==> config.mk <==
export PLATFORM = sky130hd
export DESIGN_NAME = pipe_addsub
export DESIGN_NICKNAME = d
export VERILOG_FILES = /design/src/rtl/pipe_addsub.sv
export SDC_FILE = /design/constraint.sdc
export NUM_CORES = 1
export LEC_CHECK = 0
export BUFFER_PORTS_ARGS = -buffer_cell sky130_fd_sc_hd__buf_2
export CORE_AREA = 3 3 98 100
export CTS_CLUSTER_DIAMETER = 30
export DETAILED_ROUTE_END_ITERATION = 8
export DIE_AREA = 0 0 101 103
export MAX_ROUTING_LAYER = met4
export PLACE_DENSITY = 0.85
export SLEW_MARGIN = 5
export SYNTH_ARGS = -nofsm -noshare
export SYNTH_HDL_FRONTEND = slang
export SYNTH_SLANG_ARGS = --single-unit
==> constraint.sdc <==
create_clock -name i_clk -period 5.1 [get_ports i_clk]
set_input_delay 0.51 -clock i_clk [delete_from_list [all_inputs] [get_ports i_clk]]
set_output_delay 0.51 -clock i_clk [all_outputs]
set_load 0.005 [all_outputs]
==> src/rtl/pipe_addsub.sv <==
// pipe_addsub: pipelined two-operand adder/subtractor with valid/ready on both sides.
// The WIDTH-bit carry chain is cut into STAGES slices of CW = WIDTH/STAGES bits,
// and one slice is resolved per stage.
//
// Ports
//   i_clk, i_rst_n      clock, asynchronous active-low reset
//   i_valid / o_ready   operand handshake (o_ready is combinational: !(o_valid && !i_ready))
//   i_op1, i_op2, i_sub operands; i_sub = 1 selects op1 - op2
//   o_valid / i_ready   result handshake
//   o_result            sum/difference modulo 2^WIDTH
//   o_carry             carry out of the MSB (1 = no borrow on subtraction)
//   o_overflow          two's-complement signed overflow
//   o_zero              o_result == 0
module pipe_addsub #(
    parameter int unsigned WIDTH  = 32,
    parameter int unsigned STAGES = 2
) (
    input  logic             i_clk,
    input  logic             i_rst_n,
    input  logic             i_valid,
    output logic             o_ready,
    input  logic [WIDTH-1:0] i_op1,
    input  logic [WIDTH-1:0] i_op2,
    input  logic             i_sub,
    output logic             o_valid,
    input  logic             i_ready,
    output logic [WIDTH-1:0] o_result,
    output logic             o_carry,
    output logic             o_overflow,
    output logic             o_zero
);

    localparam int unsigned CW = WIDTH / STAGES;
    localparam int unsigned SW = CW + 1;

    // Per-stage state. acc holds the beat as a rotating word: the slice about to be
    // added sits in the low CW bits, finished result slices enter from the top, so
    // after STAGES shifts the whole result is in place (deskew for free).
    // b holds the still-unprocessed slices of the effective second operand b'.
    logic             vld_q [STAGES];
    logic             vld_d [STAGES];
    logic [WIDTH-1:0] acc_q [STAGES];
    logic [WIDTH-1:0] acc_d [STAGES];
    logic [WIDTH-1:0] b_q   [STAGES];
    logic [WIDTH-1:0] b_d   [STAGES];
    logic             cy_q  [STAGES];
    logic             cy_d  [STAGES];
    logic             ovf_q;
    logic             ovf_d;
    logic             zero_q;
    logic             zero_d;

    // Stage inputs and slice sums
    logic             in_vld [STAGES];
    logic [WIDTH-1:0] in_acc [STAGES];
    logic [WIDTH-1:0] in_b   [STAGES];
    logic             in_cy  [STAGES];
    logic [SW-1:0]    sum    [STAGES];

    logic             stall;

    // Global stall: only a held result at the output can block the pipe
    assign stall   = vld_q[STAGES-1] && !i_ready;
    assign o_ready = !stall;

    // Stage inputs: stage 0 takes the ports (b' and carry-in set by i_sub), others the previous stage
    always_comb begin
        in_vld[0] = i_valid;
        in_acc[0] = i_op1;
        in_b[0]   = i_sub ? ~i_op2 : i_op2;
        in_cy[0]  = i_sub;
        for (int k = 1; k < STAGES; k++) begin
            in_vld[k] = vld_q[k-1];
            in_acc[k] = acc_q[k-1];
            in_b[k]   = b_q[k-1];
            in_cy[k]  = cy_q[k-1];
        end
        for (int k = 0; k < STAGES; k++) begin
            sum[k] = SW'(in_acc[k][CW-1:0]) + SW'(in_b[k][CW-1:0]) + SW'(in_cy[k]);
        end
    end

    // Next state: hold everything on stall; data registers only load with a valid beat
    always_comb begin
        for (int k = 0; k < STAGES; k++) begin
            vld_d[k] = vld_q[k];
            acc_d[k] = acc_q[k];
            b_d[k]   = b_q[k];
            cy_d[k]  = cy_q[k];
        end
        ovf_d  = ovf_q;
        zero_d = zero_q;
        if (!stall) begin
            for (int k = 0; k < STAGES; k++) begin
                vld_d[k] = in_vld[k];
                if (in_vld[k]) begin
                    acc_d[k] = (in_acc[k] >> CW) | (WIDTH'(sum[k][CW-1:0]) << (WIDTH - CW));
                    b_d[k]   = in_b[k] >> CW;
                    cy_d[k]  = sum[k][CW];
                end
            end
            // Last slice carries the operand MSBs, so signed overflow is resolved here
            if (in_vld[STAGES-1]) begin
                ovf_d  = (in_acc[STAGES-1][CW-1] == in_b[STAGES-1][CW-1]) &&
                         (sum[STAGES-1][CW-1] != in_acc[STAGES-1][CW-1]);
                zero_d = (acc_d[STAGES-1] == '0);
            end
        end
    end

    // State registers
    always_ff @(posedge i_clk or negedge i_rst_n) begin
        if (!i_rst_n) begin
            for (int k = 0; k < STAGES; k++) begin
                vld_q[k] <= 1'b0;
                acc_q[k] <= '0;
                b_q[k]   <= '0;
                cy_q[k]  <= 1'b0;
            end
            ovf_q  <= 1'b0;
            zero_q <= 1'b0;
        end else begin
            for (int k = 0; k < STAGES; k++) begin
                vld_q[k] <= vld_d[k];
                acc_q[k] <= acc_d[k];
                b_q[k]   <= b_d[k];
                cy_q[k]  <= cy_d[k];
            end
            ovf_q  <= ovf_d;
            zero_q <= zero_d;
        end
    end

    assign o_valid    = vld_q[STAGES-1];
    assign o_result   = acc_q[STAGES-1];
    assign o_carry    = cy_q[STAGES-1];
    assign o_overflow = ovf_q;
    assign o_zero     = zero_q;

endmodule

# Word-level counts from Yosys, hierarchy flattened
# Cells that the tools add are included.
# Widths: inputs -> output; s select.
# classes
n_addsub,4
eq_ne,2
mux,3
bitwise_logic,4
n_reduce_logical,7
# op_table
cell,count
$mux 32,3
$or 16x32->32,2
$add 16x16->17,2
$add 17x1->17,2
$logic_not 32->1,1
$not 32->32,1
$reduce_and 2->1,2
$logic_and 1x1->1,2
$logic_not 1->1,2
$eq 1x1->1,1
$ne 1x1->1,1
$not 1->1,1
# word_totals
ff_bits,86
inputBits,69

# Logic depth before layout (Yosys ltp)
# logic_depth
ltp_word,6
ltp_mapped,11
depth_no_buf,10

# Worst setup path after synthesis
# Ideal clock, no wire load.
# synth_path
path_type,input to register
start,input i_sub
end,register cy_q[1] in the netlist's numbering
t_arrival_ps,2967
required_time_ps,4974
setup_slack_ps,2007
cell_stages,10
path_cell_list,clkbuf_1 > buf_1 > xor2_1 > fa_1 > a211o_1 > a21oi_1 > o21ai_1 > a211oi_1 > o31ai_1 > a221o_1
# synth_via
elab_chain_len,3
# synth_rtl
element,line_no,text
start: declaration,24,"input logic i_sub,"
$mux 32,70,in_b[0] = i_sub ? ~i_op2 : i_op2;
$add 16x16->17,79,sum[k] = SW'(in_acc[k][CW-1:0]) + SW'(in_b[k][CW-1:0]) + SW'(in_cy[k]);
$add 17x1->17 (*),79,
end signal: indexed assignment,127,cy_q[k] <= cy_d[k];
end: declaration,46,logic cy_q [STAGES];
# Mark *: on every way between the ends. The rest lies on a longest branch, timed or not.
# A chain may end at the register's enable or synchronous reset.

# Worst setup path after layout
# layout_path
start,register acc_q[32] in the netlist's numbering
end,"register zero_q, in the netlist o_zero"
# layout_via
elab_chain_len,6
# layout_rtl
element,line_no,text
start: declaration,42,logic [WIDTH-1:0] acc_q [STAGES];
start signal: indexed assignment,125,acc_q[k] <= acc_d[k];
$add 16x16->17,79,
$add 17x1->17,79,
$or 16x32->32,97,acc_d[k] = (in_acc[k] >> CW) | (WIDTH'(sum[k][CW-1:0]) << (WIDTH - CW));
$mux 32,96,if (in_vld[k]) begin
$mux 32,93,if (!stall) begin
$logic_not 32->1,106,zero_d = (acc_d[STAGES-1] == '0);
end signal: assignment,130,zero_q <= zero_d;
end: declaration,50,logic zero_q;
# Every way passes these cells. The select of a mux whose other input is x is not followed.

==> results.sh <==
export IMPL_clk_root_buffer_cell="sky130_fd_sc_hd__clkbuf_8"
export IMPL_synthTopCellsByArea="sky130_fd_sc_hd__dfrtp_1 (41%), sky130_fd_sc_hd__mux2_2 (8.6%), sky130_fd_sc_hd__ha_1 (7.2%)"
export IMPL_max_freq_ghz=0.312
export IMPL_power_density_nw_per_um2=446
export IMPL_fp_coreArea_sq_um=8760
export IMPL_grt_setup_unrepaired="false"
export IMPL_die_height_um=103
export IMPL_synth_avg_cell_area_sq_um=10.2
export IMPL_ctsHtreeMaxLevel=3
export IMPL_detail_route_iter0_violations=126
export IMPL_die_area_sq_um=10400
export IMPL_postLayoutCellArea_sq_um=5790
export IMPL_route_vias_total=3862
export IMPL_critical_path_max_fanout=3
export IMPL_insertion_delay_ns=0.37
export IMPL_netlist_area_sq_um=5240
export IMPL_placement_rows=34
export IMPL_numPlacedInstances=675
export IMPL_timing_setup_critical_path_class="reg2reg"
export IMPL_synth_flop_cell="sky130_fd_sc_hd__dfrtp_1"
export IMPL_grt_util_all_layers_pct=22.9
export IMPL_drive_gt1_share_pct=29.6
export IMPL_setup_violators_final=0
export IMPL_leakage_nw=2.69
export IMPL_grt_overflow_total=0
export IMPL_finish_utilization_pct=66.1
export IMPL_layout_area_seq_sq_um=2150
export IMPL_critical_path_arrival_ns=3.51
export IMPL_area_growth_pct=10.5
export IMPL_clock_slew_seen_by_the_registers_of_the_worst_setup_and_hold_paths_ns=0.09
export IMPL_cp_required_ns=5.40
export IMPL_layout_common_cells="sky130_fd_sc_hd__buf_2 (104), sky130_fd_sc_hd__dfrtp_1 (86), sky130_fd_sc_hd__nand2_1 (59), sky130_fd_sc_hd__mux2_2 (40), sky130_fd_sc_hd__o21ai_0 (35)"
export IMPL_vias_per_cell=5.59
export IMPL_synth_seq_area_share_pct=41.1
export IMPL_final_hold_viol_count=0
export IMPL_ys_ff_latch=86
export IMPL_summed_negative_setup_slack_over_all_endpoints_ns=0
export IMPL_post_cts_hold_buffer_count=0
export IMPL_worst_hold_margin_ns=0.316
export IMPL_antenna_found_initial=1
export IMPL_status="complete, no violations"
export IMPL_final_common_cell="sky130_fd_sc_hd__buf_2"
export IMPL_worstSetupEndpointType="register"
export IMPL_hp_class="in2async"
export IMPL_mappedNetlistNets=615
export IMPL_yosysWarnings=0
export IMPL_yosys_cell_types_count=57
export IMPL_cts_resized=0
export IMPL_fin_crit_ns=3.20
export IMPL_syn_instance_count=513
export IMPL_worst_clock_skew_ns=0.0111
export IMPL_vdd_ir_drop_max_mv=0.201
export IMPL_detail_route_wl_per_cell_um=16.0
export IMPL_die_w_um=101
export IMPL_synth_edf_count=0
export IMPL_drt_antenna_violating_nets=0
export IMPL_drv_max_cap_violation_count=0
export IMPL_setup_repair_bufs_after_cts=0
export IMPL_max_slew_margin_rel_pct=30.7
export IMPL_detailedPlacementHpwl_um=8450
export IMPL_post_synth_top_area_cell="sky130_fd_sc_hd__dfrtp_1"
export IMPL_number_of_standard_cells_in_the_final_layout_excluding_fillers=691
export IMPL_worst_pin_slew_ns=1.04
export IMPL_multi_input_comb_area_sq_um=2730
export IMPL_gp_congestion=0.917
export IMPL_dpl_cell_area_sq_um=5590
export IMPL_route_detailed_drc=0
export IMPL_clkSinkCount=86
export IMPL_pin_count=106
export IMPL_drt_pass1_iterations=5
export IMPL_detail_route_wirelength_um=11100
export IMPL_pin_count_of_the_biggest_net_entering_global_routing=87
export IMPL_grt_pass1_wl_um=18300
export IMPL_finalCritPeriodShare_pct=62.8
export IMPL_report_final_slew_viol_count=0
export IMPL_cts_max_path_buffers=2
export IMPL_num_nets_final=680
export IMPL_synth_top_area_share_pct=41.1
export IMPL_placement_io_buffers=105
export IMPL_start_util_pct=59.8
export IMPL_cts_buffers=9
export IMPL_cts_tree="yes"
export IMPL_synth_async_reset_ratio_pct=100
export IMPL_setup_crit_start_kind="register"
export IMPL_grt_pass1_vias=3886
export IMPL_layout_filler_cells=671
-- cells by family (layout without fill, tap and decap cells) --
logic type                 after synthesis  in the layout  synth area share [%]
buffers and inverters                   61            130                  6.90
DFF                                     86             86                  41.1
xor gates and xnor gates                58             58                  9.69
AOI/OAI and AO/OA                      109            109                  13.4
other                                    0              1                     0
and+or+nand+nor                        120            120                  10.9
adders and majority gates               33             33                  8.31
muxes                                   46             46                  9.81
-- final timing paths --
| check | slack, ns | to | start | cells past startpoint |
|---|---|---|---|---|
| worst max-delay path | 1.90 | o_zero | acc_q[32] | 9 |
| worst min-delay path | 0.32 | o_overflow | i_rst_n | 1 |
| worst max register to register | 1.90 | o_zero | acc_q[32] | 9 |
| worst min register to register | 0.48 | o_overflow | o_overflow | 2 |
| max in group asynchronous | 4.10 | b_q[39] | i_rst_n | 1 |
| min in group i_clk | 0.37 | acc_q[33] | i_op1[17] | 2 |
-- power breakdown --
group	switching [mW]	internal [mW]
logic	0.557	0.499
clock network	0.255	0.228
registers	0.141	0.904
total	0.953	1.63
-- sequential cells by signal, summed over array words and instances (netlist names) --
register	cells
acc_q	32
o_result	32
b_q	16
cy_q	1
in_vld	1
o_carry	1
o_overflow	1
o_valid	1
o_zero	1
-- per-stage QoR --
stage | power (mW) | setup slack, ns
after floorplan | 1.90 | 2.01
after global placement | 2.04 | 1.74
after detailed placement | 2.11 | 1.62
after CTS | 2.59 | 1.94
after global routing | 2.76 | 1.76
final | 2.58 | 1.90
-- cell type report --
| type | instances | share of cell area, % |
|---|---|---|
| multi-input combinational | 366 | 47.2 |
| sequential | 86 | 37.2 |
| timing repair buffer | 107 | 9.38 |
| clock inverter | 6 | 1.23 |
| antenna | 1 | 0.0432 |
| tap | 108 | 2.33 |
| clock buffer | 9 | 2.14 |
| inverter | 8 | 0.518 |
-- metal layers --
| layer | up-vias | part of all wire, % | GRT usage, % |
|---|---|---|---|
| li1 | 1906 | - | - |
| met1 | 1810 | 41 | 27.1 |
| met2 | 126 | 51 | 39.4 |
| met3 | 20 | 6.7 | 4.94 |
| met4 | 0 | 1.6 | 6.75 |
| met5 | - | 0 | - |
-- Yosys cell counts, types with 8 or more instances --
master                     instances
sky130_fd_sc_hd__nor2_1           18
sky130_fd_sc_hd__xnor2_1          32
sky130_fd_sc_hd__clkbuf_1         15
sky130_fd_sc_hd__mux2_2           40
sky130_fd_sc_hd__ha_1             30
sky130_fd_sc_hd__nand2_1          61
sky130_fd_sc_hd__inv_1             8
sky130_fd_sc_hd__o21ai_0          35
sky130_fd_sc_hd__a21oi_1          19
sky130_fd_sc_hd__buf_4            33
sky130_fd_sc_hd__dfrtp_1          86
sky130_fd_sc_hd__xor2_1           26
sky130_fd_sc_hd__o21ai_1          14
-- critical path: stages, from the launching register on --
cell and delay, ns:
sky130_fd_sc_hd__dfrtp_1 0.41, sky130_fd_sc_hd__fa_1 0.48, sky130_fd_sc_hd__fa_1 0.46, sky130_fd_sc_hd__a211oi_1 0.34, sky130_fd_sc_hd__o21ai_1 0.20, sky130_fd_sc_hd__a31o_1 0.23, sky130_fd_sc_hd__a211o_1 0.32, sky130_fd_sc_hd__xor2_1 0.17
sky130_fd_sc_hd__nor4b_1 0.34, sky130_fd_sc_hd__o21a_1 0.18
Note: power is estimated with default switching activity, not from simulation.
